File: src/rtl/wb_port_arbiter_if.sv
// ---------------------------------------------------------------------------
// wb_port_arbiter_if
//   Bundles every handshake and bus signal of the regfile write-port
//   arbiter. It covers the pipeline writeback request, the long-latency
//   result handshake, the registered regfile write, and the status outputs.
//   Clock and reset are not part of the bundle.
//
//   Modports
//     master : the environment side. It drives the writeback and
//              long-latency requests and observes the regfile write
//              and status.
//     slave  : the arbiter side.
//
//   Signals
//     wb_wd     [4:0]   pipeline writeback destination register
//     wb_wreg           pipeline writeback enable
//     wb_wdata  [31:0]  pipeline writeback data
//     lu_valid          long-latency result valid
//     lu_ready          arbiter can accept a long-latency result
//     lu_wd     [4:0]   long-latency destination register
//     lu_wdata  [31:0]  long-latency result data
//     rf_we             regfile write enable
//     rf_waddr  [4:0]   regfile write address
//     rf_wdata  [31:0]  regfile write data
//     stall_req         bubble request so queued results can drain
//     buf_empty         result queue holds no entries
// ---------------------------------------------------------------------------
interface wb_port_arbiter_if;
    logic [4:0]  wb_wd;
    logic        wb_wreg;
    logic [31:0] wb_wdata;
    logic        lu_valid;
    logic        lu_ready;
    logic [4:0]  lu_wd;
    logic [31:0] lu_wdata;
    logic        rf_we;
    logic [4:0]  rf_waddr;
    logic [31:0] rf_wdata;
    logic        stall_req;
    logic        buf_empty;

    modport master (
        output wb_wd, wb_wreg, wb_wdata,
        output lu_valid, lu_wd, lu_wdata,
        input  lu_ready,
        input  rf_we, rf_waddr, rf_wdata,
        input  stall_req, buf_empty
    );

    modport slave (
        input  wb_wd, wb_wreg, wb_wdata,
        input  lu_valid, lu_wd, lu_wdata,
        output lu_ready,
        output rf_we, rf_waddr, rf_wdata,
        output stall_req, buf_empty
    );
endinterface

File: src/rtl/wb_port_arbiter.sv
// ---------------------------------------------------------------------------
// wb_port_arbiter
//   Shares the single regfile write port between two sources. The first is
//   the in-order pipeline writeback. The second is a long-latency result
//   unit that completes out of band. Pipeline writes always win. A
//   long-latency result is queued in a small FIFO and is written in a cycle
//   with no pipeline write. A starvation counter raises stall_req when the
//   queue has waited too long, so the pipeline controller can insert a
//   bubble.
//
//   Parameters
//     DEPTH       FIFO entries (power of 2, >= 2)
//     STARVE_MAX  number of consecutive non-empty cycles without a pop
//                 before stall_req asserts (>= 1)
//
//   Ports
//     clk   clock; all state changes on the rising edge
//     rst   synchronous reset, active low
//     bus   wb_port_arbiter_if.slave; carries all request, write and
//           status signals
//
//   Optional feature (compile-time macro WBARB_WAW_KILL_EN)
//     When the macro is defined, a winning pipeline write to register A
//     marks every queued entry whose destination is A as dead. A dead entry
//     still takes a pop cycle, but it produces rf_we=0. This stops an older
//     long-latency value from overwriting a newer pipeline value.
//     When the macro is not defined, every queued entry is written.
// ---------------------------------------------------------------------------
module wb_port_arbiter #(
    parameter int DEPTH      = 4,
    parameter int STARVE_MAX = 8
) (
    input  logic               clk,
    input  logic               rst,
    wb_port_arbiter_if.slave   bus
);

    localparam int AW = $clog2(DEPTH);
    localparam int CW = $clog2(DEPTH + 1);
    localparam int SW = $clog2(STARVE_MAX + 1);

    // Queue storage. The head is read combinationally because the pop
    // decision and the registered write both happen in the same cycle.
    logic [4:0]    wd_mem   [DEPTH];
    logic [31:0]   data_mem [DEPTH];

    logic [AW-1:0] head_q, head_d;
    logic [AW-1:0] tail_q, tail_d;
    logic [CW-1:0] count_q, count_d;
    logic [SW-1:0] starve_q, starve_d;
    logic          stall_q, stall_d;
    logic          popped_q;

    logic          rf_we_q;
    logic [4:0]    rf_waddr_q;
    logic [31:0]   rf_wdata_q;

    logic          prim;
    logic          not_empty;
    logic          ready;
    logic          pop;
    logic          push;
    logic          head_live;

    // A pipeline write to $0 is not a request, so the FIFO may use that slot.
    assign prim      = bus.wb_wreg && (bus.wb_wd != 5'd0);
    assign not_empty = (count_q != '0);
    assign ready     = (count_q < CW'(DEPTH));
    assign pop       = !prim && not_empty;
    // A result for $0 completes the handshake but is never stored.
    assign push      = bus.lu_valid && ready && (bus.lu_wd != 5'd0);

`ifdef WBARB_WAW_KILL_EN
    logic [DEPTH-1:0] dead_q;
    logic [DEPTH-1:0] dead_d;

    // A slot written this cycle always starts live. The new result is
    // treated as newer than the pipeline write in the same cycle. Other
    // slots that match the winning pipeline address are killed. A stale
    // match in an unused slot does no harm, because a later push clears it.
    for (genvar gi = 0; gi < DEPTH; gi++) begin : g_dead
        assign dead_d[gi] = (push && (tail_q == AW'(gi))) ? 1'b0 :
                            (prim && (wd_mem[gi] == bus.wb_wd)) ? 1'b1 :
                            dead_q[gi];
    end

    always_ff @(posedge clk) begin
        if (!rst) begin
            dead_q <= '0;
        end else begin
            dead_q <= dead_d;
        end
    end

    assign head_live = !dead_q[head_q];
`else
    assign head_live = 1'b1;
`endif

    always_comb begin
        head_d  = head_q;
        tail_d  = tail_q;
        count_d = count_q;
        if (pop) begin
            head_d = head_q + AW'(1);
        end
        if (push) begin
            tail_d = tail_q + AW'(1);
        end
        if (push && !pop) begin
            count_d = count_q + CW'(1);
        end else if (!push && pop) begin
            count_d = count_q - CW'(1);
        end
    end

    // The starvation counter runs while entries wait without being drained.
    // When the counter reaches its limit, stall_req is set. stall_req is
    // released only in the cycle after a pop, so the controller sees it for
    // one extra cycle while the pipeline bubble takes effect.
    always_comb begin
        starve_d = starve_q;
        if (pop || !not_empty) begin
            starve_d = '0;
        end else if (starve_q != SW'(STARVE_MAX)) begin
            starve_d = starve_q + SW'(1);
        end

        stall_d = stall_q;
        if (popped_q) begin
            stall_d = 1'b0;
        end else if (starve_d == SW'(STARVE_MAX)) begin
            stall_d = 1'b1;
        end
    end

    always_ff @(posedge clk) begin
        if (push) begin
            wd_mem[tail_q]   <= bus.lu_wd;
            data_mem[tail_q] <= bus.lu_wdata;
        end
    end

    always_ff @(posedge clk) begin
        if (!rst) begin
            head_q     <= '0;
            tail_q     <= '0;
            count_q    <= '0;
            starve_q   <= '0;
            stall_q    <= 1'b0;
            popped_q   <= 1'b0;
            rf_we_q    <= 1'b0;
            rf_waddr_q <= '0;
            rf_wdata_q <= '0;
        end else begin
            head_q   <= head_d;
            tail_q   <= tail_d;
            count_q  <= count_d;
            starve_q <= starve_d;
            stall_q  <= stall_d;
            popped_q <= pop;
            if (prim) begin
                rf_we_q    <= 1'b1;
                rf_waddr_q <= bus.wb_wd;
                rf_wdata_q <= bus.wb_wdata;
            end else if (pop) begin
                // A dead head uses this slot but writes nothing.
                rf_we_q <= head_live;
                if (head_live) begin
                    rf_waddr_q <= wd_mem[head_q];
                    rf_wdata_q <= data_mem[head_q];
                end
            end else begin
                rf_we_q <= 1'b0;
            end
        end
    end

    assign bus.lu_ready  = ready;
    assign bus.buf_empty = !not_empty;
    assign bus.rf_we     = rf_we_q;
    assign bus.rf_waddr  = rf_waddr_q;
    assign bus.rf_wdata  = rf_wdata_q;
    assign bus.stall_req = stall_q;

endmodule
File: src/flat_wrapper.sv
// flat-port wrapper written by rule: the top's interface ports become plain ports
module wb_port_arbiter_flat 
#(
    parameter int DEPTH      = 4,
    parameter int STARVE_MAX = 8
)
  (clk, rst, bus_wb_wd, bus_wb_wreg, bus_wb_wdata, bus_lu_valid, bus_lu_wd, bus_lu_wdata, bus_lu_ready, bus_rf_we, bus_rf_waddr, bus_rf_wdata, bus_stall_req, bus_buf_empty);
  wb_port_arbiter_if bus_i ();
  input  logic clk;
  input  logic rst;
  input wire logic [$bits(bus_i.wb_wd)-1:0] bus_wb_wd;
  input wire logic [$bits(bus_i.wb_wreg)-1:0] bus_wb_wreg;
  input wire logic [$bits(bus_i.wb_wdata)-1:0] bus_wb_wdata;
  input wire logic [$bits(bus_i.lu_valid)-1:0] bus_lu_valid;
  input wire logic [$bits(bus_i.lu_wd)-1:0] bus_lu_wd;
  input wire logic [$bits(bus_i.lu_wdata)-1:0] bus_lu_wdata;
  output wire logic [$bits(bus_i.lu_ready)-1:0] bus_lu_ready;
  output wire logic [$bits(bus_i.rf_we)-1:0] bus_rf_we;
  output wire logic [$bits(bus_i.rf_waddr)-1:0] bus_rf_waddr;
  output wire logic [$bits(bus_i.rf_wdata)-1:0] bus_rf_wdata;
  output wire logic [$bits(bus_i.stall_req)-1:0] bus_stall_req;
  output wire logic [$bits(bus_i.buf_empty)-1:0] bus_buf_empty;
  assign bus_i.wb_wd = bus_wb_wd;
  assign bus_i.wb_wreg = bus_wb_wreg;
  assign bus_i.wb_wdata = bus_wb_wdata;
  assign bus_i.lu_valid = bus_lu_valid;
  assign bus_i.lu_wd = bus_lu_wd;
  assign bus_i.lu_wdata = bus_lu_wdata;
  assign bus_lu_ready = bus_i.lu_ready;
  assign bus_rf_we = bus_i.rf_we;
  assign bus_rf_waddr = bus_i.rf_waddr;
  assign bus_rf_wdata = bus_i.rf_wdata;
  assign bus_stall_req = bus_i.stall_req;
  assign bus_buf_empty = bus_i.buf_empty;
  wb_port_arbiter #(.DEPTH(DEPTH), .STARVE_MAX(STARVE_MAX)) u_core (.clk(clk), .rst(rst), .bus(bus_i));
endmodule
File: config.mk
export PLATFORM = sky130hd
export DESIGN_NAME = wb_port_arbiter_flat
export DESIGN_NICKNAME = d
export VERILOG_FILES = /design/src/rtl/wb_port_arbiter_if.sv /design/src/rtl/wb_port_arbiter.sv /design/src/flat_wrapper.sv
export SDC_FILE = /design/constraint.sdc
export NUM_CORES = 1
export LEC_CHECK = 0
export ABC_AREA = 1
export BUFFER_PORTS_ARGS = -buffer_cell sky130_fd_sc_hd__buf_2
export CAP_MARGIN = 20
export CORE_AREA = 4 4 136 138
export DETAILED_ROUTE_END_ITERATION = 12
export DIE_AREA = 0 0 140 142
export PLACE_DENSITY = 0.73
export SLEW_MARGIN = 20
export SYNTH_ARGS = -nofsm -noshare
export SYNTH_HDL_FRONTEND = slang
export SYNTH_SLANG_ARGS = --single-unit
File: constraint.sdc
create_clock -name clk -period 2.7 [get_ports clk]
set_input_delay 0.54 -clock clk [delete_from_list [all_inputs] [get_ports clk]]
set_output_delay 0.54 -clock clk [all_outputs]
set_load 0.02 [all_outputs]
Word level (Yosys, flattened, before mapping)
Memories as Yosys holds them, arrays and structs flattened. A register that Yosys moved wholly into a read port is not among the register bits.
Index checks and enable logic that the tools add are counted.
Widths: inputs -> output; s select.
- div/mod/pow operators: 0
- order comparisons: 1
- equality and inequality tests: 2
- multipliers: 0
- reductions and logical operators: 17
- add/subtract/negate cells: 5
- muxes and demuxes: 16
- shifts and indexed selects: 0
- bitwise logic cells: 1
- operators by type and width (cell ; number):
    $mux 32 ; 2
    $mux 5 ; 2
    $reduce_bool 5->1 ; 2
    $mux 2 ; 4
    $mux 4 ; 2
    $logic_and 1x1->1 ; 6
    $mux 3 ; 2
    $add 2x1->2 const B ; 2
    $add 4x1->4 const B ; 1
    $eq 4x4->1 const B ; 1
    $logic_not 1->1 ; 4
    $mux 1 ; 4
    $ne 4x4->1 const B ; 1
    $reduce_bool 2->1 ; 2
    $add 3x1->3 const B ; 1
    $lt 3x3->1 const B ; 1
    $reduce_bool 3->1 ; 1
    $sub 3x1->3 const B ; 1
    $reduce_or 2->1 ; 1
    $logic_or 1x1->1 ; 1
    $not 1->1 ; 1
- latch bits: 0
- output and inout port bits: 41
- memories kept: 2
- bits in registers: 51
- RAM bits: 148
- input port bits: 78
- ROM bits: 0
- memories (name ; words ; width ; rd ports ; clocked after Yosys merged registers in ; wr ports ; line ; RTL):
    u_core.data_mem ; 4 ; 32 ; 1 ; 1 ; 1 ; wb_port_arbiter.sv:45 ; logic [31:0] data_mem [DEPTH];
    u_core.wd_mem ; 4 ; 5 ; 1 ; 1 ; 1 ; wb_port_arbiter.sv:44 ; logic [4:0] wd_mem [DEPTH];

Logic depth before layout (Yosys ltp)
- depth after elaboration: 7
- depth in mapped cells: 13
- depth with buffers taken out: 12

Worst setup path after synthesis
Ideal clock, no wire load.
- path type: input to register
- start point: input bus_lu_wd[3]
- end point: memory u_core.data_mem[0][0] (enable)
- stages: 4
- buffers on the path: 0
- setup slack: -137 ps
- arrival time: 2405 ps
- cell sequence: nor3_1 nand2_1 nand3_1 nor2_1
- word-level cells in the longest chain between the ends: 4
- RTL lines (what ; line ; RTL):
    start, declared ; flat_wrapper.sv:15 ; input wire logic [$bits(bus_i.lu_wd)-1:0] bus_lu_wd;
    $reduce_bool 5->1 ; wb_port_arbiter.sv:71 ; assign push = bus.lu_valid && ready && (bus.lu_wd != 5'd0);
    $logic_and 1x1->1 ; wb_port_arbiter.sv:71 ;
    $mux 1 ; wb_port_arbiter.sv:138 ; if (push) begin
    $mux 1 (implied by the code) ; wb_port_arbiter.sv:140 ; data_mem[tail_q] <= bus.lu_wdata;
    end, declared ; wb_port_arbiter.sv:45 ;
Every way passes these cells.

Final worst setup path
- start point: register u_core.count_q[0]
- end point: output bus_buf_empty
- word-level cells in the longest chain between the ends: 2
- RTL lines (what ; line ; RTL):
    start, declared ; wb_port_arbiter.sv:49 ; logic [CW-1:0] count_q, count_d;
    start signal, assigned ; wb_port_arbiter.sv:158 ; count_q <= count_d;
    $reduce_bool 3->1 ; wb_port_arbiter.sv:67 ; assign not_empty = (count_q != '0);
    $logic_not 1->1 ; wb_port_arbiter.sv:180 ; assign bus.buf_empty = !not_empty;
    end, declared ; flat_wrapper.sv:22 ; output wire logic [$bits(bus_i.buf_empty)-1:0] bus_buf_empty;
Every way passes these cells.

==> run metrics <==
core region area=17200 sq um; Final min period=about 2.2 ns; Fin Clk Skew=~0.0095 ns; ANT nets after route=0; top achievable clock speed=about 0.46 GHz; Worst Hold Class=in -> reg; Root Buffer=clkbuf_16; number of remaining DRC errors=0; Cell variety after synth=29; Cell Count, Final, Fillers Out=approximately 1200; 1st-iter DRT viols=about 530; I/O Buffers=between 100 and 150; Arr. time, crit path=1.64 ns; via count normalized by instance count=4.99; first-pass GRT wire length=approximately 30 mm; TritonCTS buffer count=21; final setup vio count=0; initial antenna violation count=3; H-Tree Level Count=1; Area Overhead vs Synth=16.7%; Relative slew margins=a little under half; worst hold endpoint=u_core.data_mem[2][7]; Setup crit end kind=primary output; syn avg cell area=between 9 and 10 sq um; share of layout cells above drive strength 1=18.4%; gr ovfl total=0; post-synthesis sequential area ratio=64.9%; First-pass DRT Iterations=5; RR Endpoint=u_core.count_q[2]; die area=slightly below 20000 sq um; Hold Vio Cnt, Final=0; worst hold start=bus_lu_wdata[7]; Critical Path Start Type=flip-flop; mux cell area share after synthesis=0%; XOR/XNOR share of the synthesized area=less than 1%; dpl cells=1167; All-Layer GR Usage=between 10% and 20%; Warnings, synthesis=0; row count=48; drt total wl=19.0 mm; Max FO, Critical Path=19; largest net degree at the start of global routing=80; syn nets=936; met3 usage=around 4.1%; setup bufs post-CTS=0; vias in the first global route=slightly below 6000; Die Height=between 100 and 150 um; Fill cells=1463; Power Dens Cells=between 900 and 1000 nW/um^2; worst setup margin=0.520 ns; flop and latch count out of synthesis=roughly 200; largest family of logic cells by synthesized area=simple AND/OR/NAND/NOR gates; dpl ws=0.437 ns; Slew @ Worst Pin=approximately 0.78 ns; Register-to-Register Path Depth=11; RSZ-0062 raised after global routing=no; Avg WL per Cell=around 16 um; worst hold path stage count=1; met1 usage=between 20% and 30%; critical path class=reg -> out; clock sink count=roughly 200; LEAKAGE=4.32 nW; Synth Area in Compound Gates=under 10%; dpl hpwl=between 10 and 15 mm; met2 GRT Util=a little under a third; Layout Nets=between 1000 and 1500; post-layout util=57.7%; post-CTS sizing=0; Max VDD drop=494 uV; Ports=approximately 120; clock latency at the later pin of the worst-skew pair=around 0.48 ns; Synth area leaders=edfxtp_1 52%, dfxtp_1 13%, nand2_1 9.0%; vias=approximately 6000; Final Max Tran Viols=0; Yosys top cell by area=edfxtp_1; die width=between 100 and 150 um; Final GP Congestion=approximately 0.79; Reg2Reg Launch Point=u_core.count_q[0]; clock buffer depth=3; post-synth top area share=approximately 52%; Tcrit/Tclk final=between 80 and 90%; Most Crowded Layer GR=met2; setup TNS=0 ns; Total Power=around 0.0092 W; Post-Syn Instances=between 800 and 900; Synth Area in Adders=1.27%; Critical path origin=u_core.count_q[0]; Critical Path RT=2.16 ns; R2R setup slack=0.67 ns; Max Cap Viol=0; status=complete, no violations; Syn Std Cell Area=8490 sq um; Worst-path clk slew=0.06 ns; Synth Area in Simple Gates=a little under a fifth; cts hold-fix bufs=0; Starting Density=about half; CTS tree=built
==> Yosys cell counts (all sizes together) <==
library cell / n
dfxtp: 53
xor2: 3
nor2: 85
clkbuf: 10
fa: 1
o22ai: 3
inv: 112
nor3: 2
o21ai: 45
edfxtp: 148
buf: 33
ha: 7
a21oi: 37
nand3: 89
nand2: 207
or2: 1
o211ai: 14
==> per-layer routing <==
layer,vias to the layer above,share of wire [%],routed length (um)
met4,6,1.7,327
li1,3011,-,-
met2,169,48,9090
met3,30,6.7,1280
met1,2791,44,8300
met5,-,0.25,47
==> through the flow <==
step	instance area, sq um	hold slack, ns
finish	9910	0.271
global route	9900	0.254
floorplan	8490	0.443
CTS	9900	0.248
global placement	9230	0.440
detailed placement	9230	0.434
==> power breakdown <==
part / switching, W / total [W] / internal (W)
registers: 0.000204 / 0.00395 / 0.00375
logic: 0.00166 / 0.00241 / 0.000746
clock network: 0.00108 / 0.00282 / 0.00174
total: 0.00295 / 0.00919 / 0.00624
==> cell usage in the layout, fill, tap and decap left out, types with 4 or more instances in the layout <==
master	netlist	layout
dfxtp_1	53	52
edfxtp_1	148	148
inv_2	5	5
a21oi_1	36	36
nand2_1	204	204
nor2_1	84	80
o211ai_1	14	14
inv_1	106	106
clkbuf_16	0	21
clkbuf_1	10	6
ha_1	7	7
nand3_1	88	88
clkinv_1	0	5
buf_4	4	16
buf_2	15	118
o21ai_0	42	42
nor2_4	0	4
==> worst max path at each step <==
| stage | to | slack, ns | depth (start not counted) |
|---|---|---|---|
| detailed placement | u_core.bus.rf_wdata[9] | 0.44 | 10 |
| CTS | bus_buf_empty | 0.51 | 3 |
| floorplan | u_core.data_mem[0][0] | -0.14 | 4 |
| global placement | u_core.bus.rf_wdata[9] | 0.46 | 10 |
| finish | bus_buf_empty | 0.52 | 3 |
| global route | bus_buf_empty | 0.46 | 3 |
==> worst max-delay path, cell delays in order (launching register included) <==
cell,delay (ns)
dfxtp_1,0.35
nor3_2,0.27
buf_4,0.31
buf_2,0.21
==> state kept, by name, indices dropped and copies added, names as in the netlist, named ones only <==
| signal | flops |
|---|---|
| u_core.bus.rf_waddr | 5 |
| u_core.bus.rf_wdata | 32 |
| u_core.bus.rf_we | 1 |
| u_core.bus.stall_req | 1 |
| u_core.count_q | 3 |
| u_core.data_mem | 128 |
| u_core.head_q | 2 |
| u_core.popped_q | 1 |
| u_core.starve_q | 4 |
| u_core.tail_q | 2 |
| u_core.wd_mem | 20 |
==> cells by family after synthesis <==
kind of cell               count (synthesis)
AOI/OAI and AO/OA                         99
xor gates and xnor gates                   3
adders and majority gates                  8
DFF                                      201
buffers and inverters                    155
and+or+nand+nor                          384
==> layout make-up <==
cell class / instances / area (sq um) / area share (%)
sequential: 201 / 5510 / 55.6
multi-input combinational: 494 / 2280 / 23.1
timing repair buffer: 135 / 731 / 7.38
clock buffer: 28 / 562 / 5.67
inverter: 112 / 423 / 4.27
tap: 225 / 282 / 2.84
clock inverter: 9 / 114 / 1.15
antenna: 1 / 2.50 / 0.0253
Power figures use the tool's default switching activity.
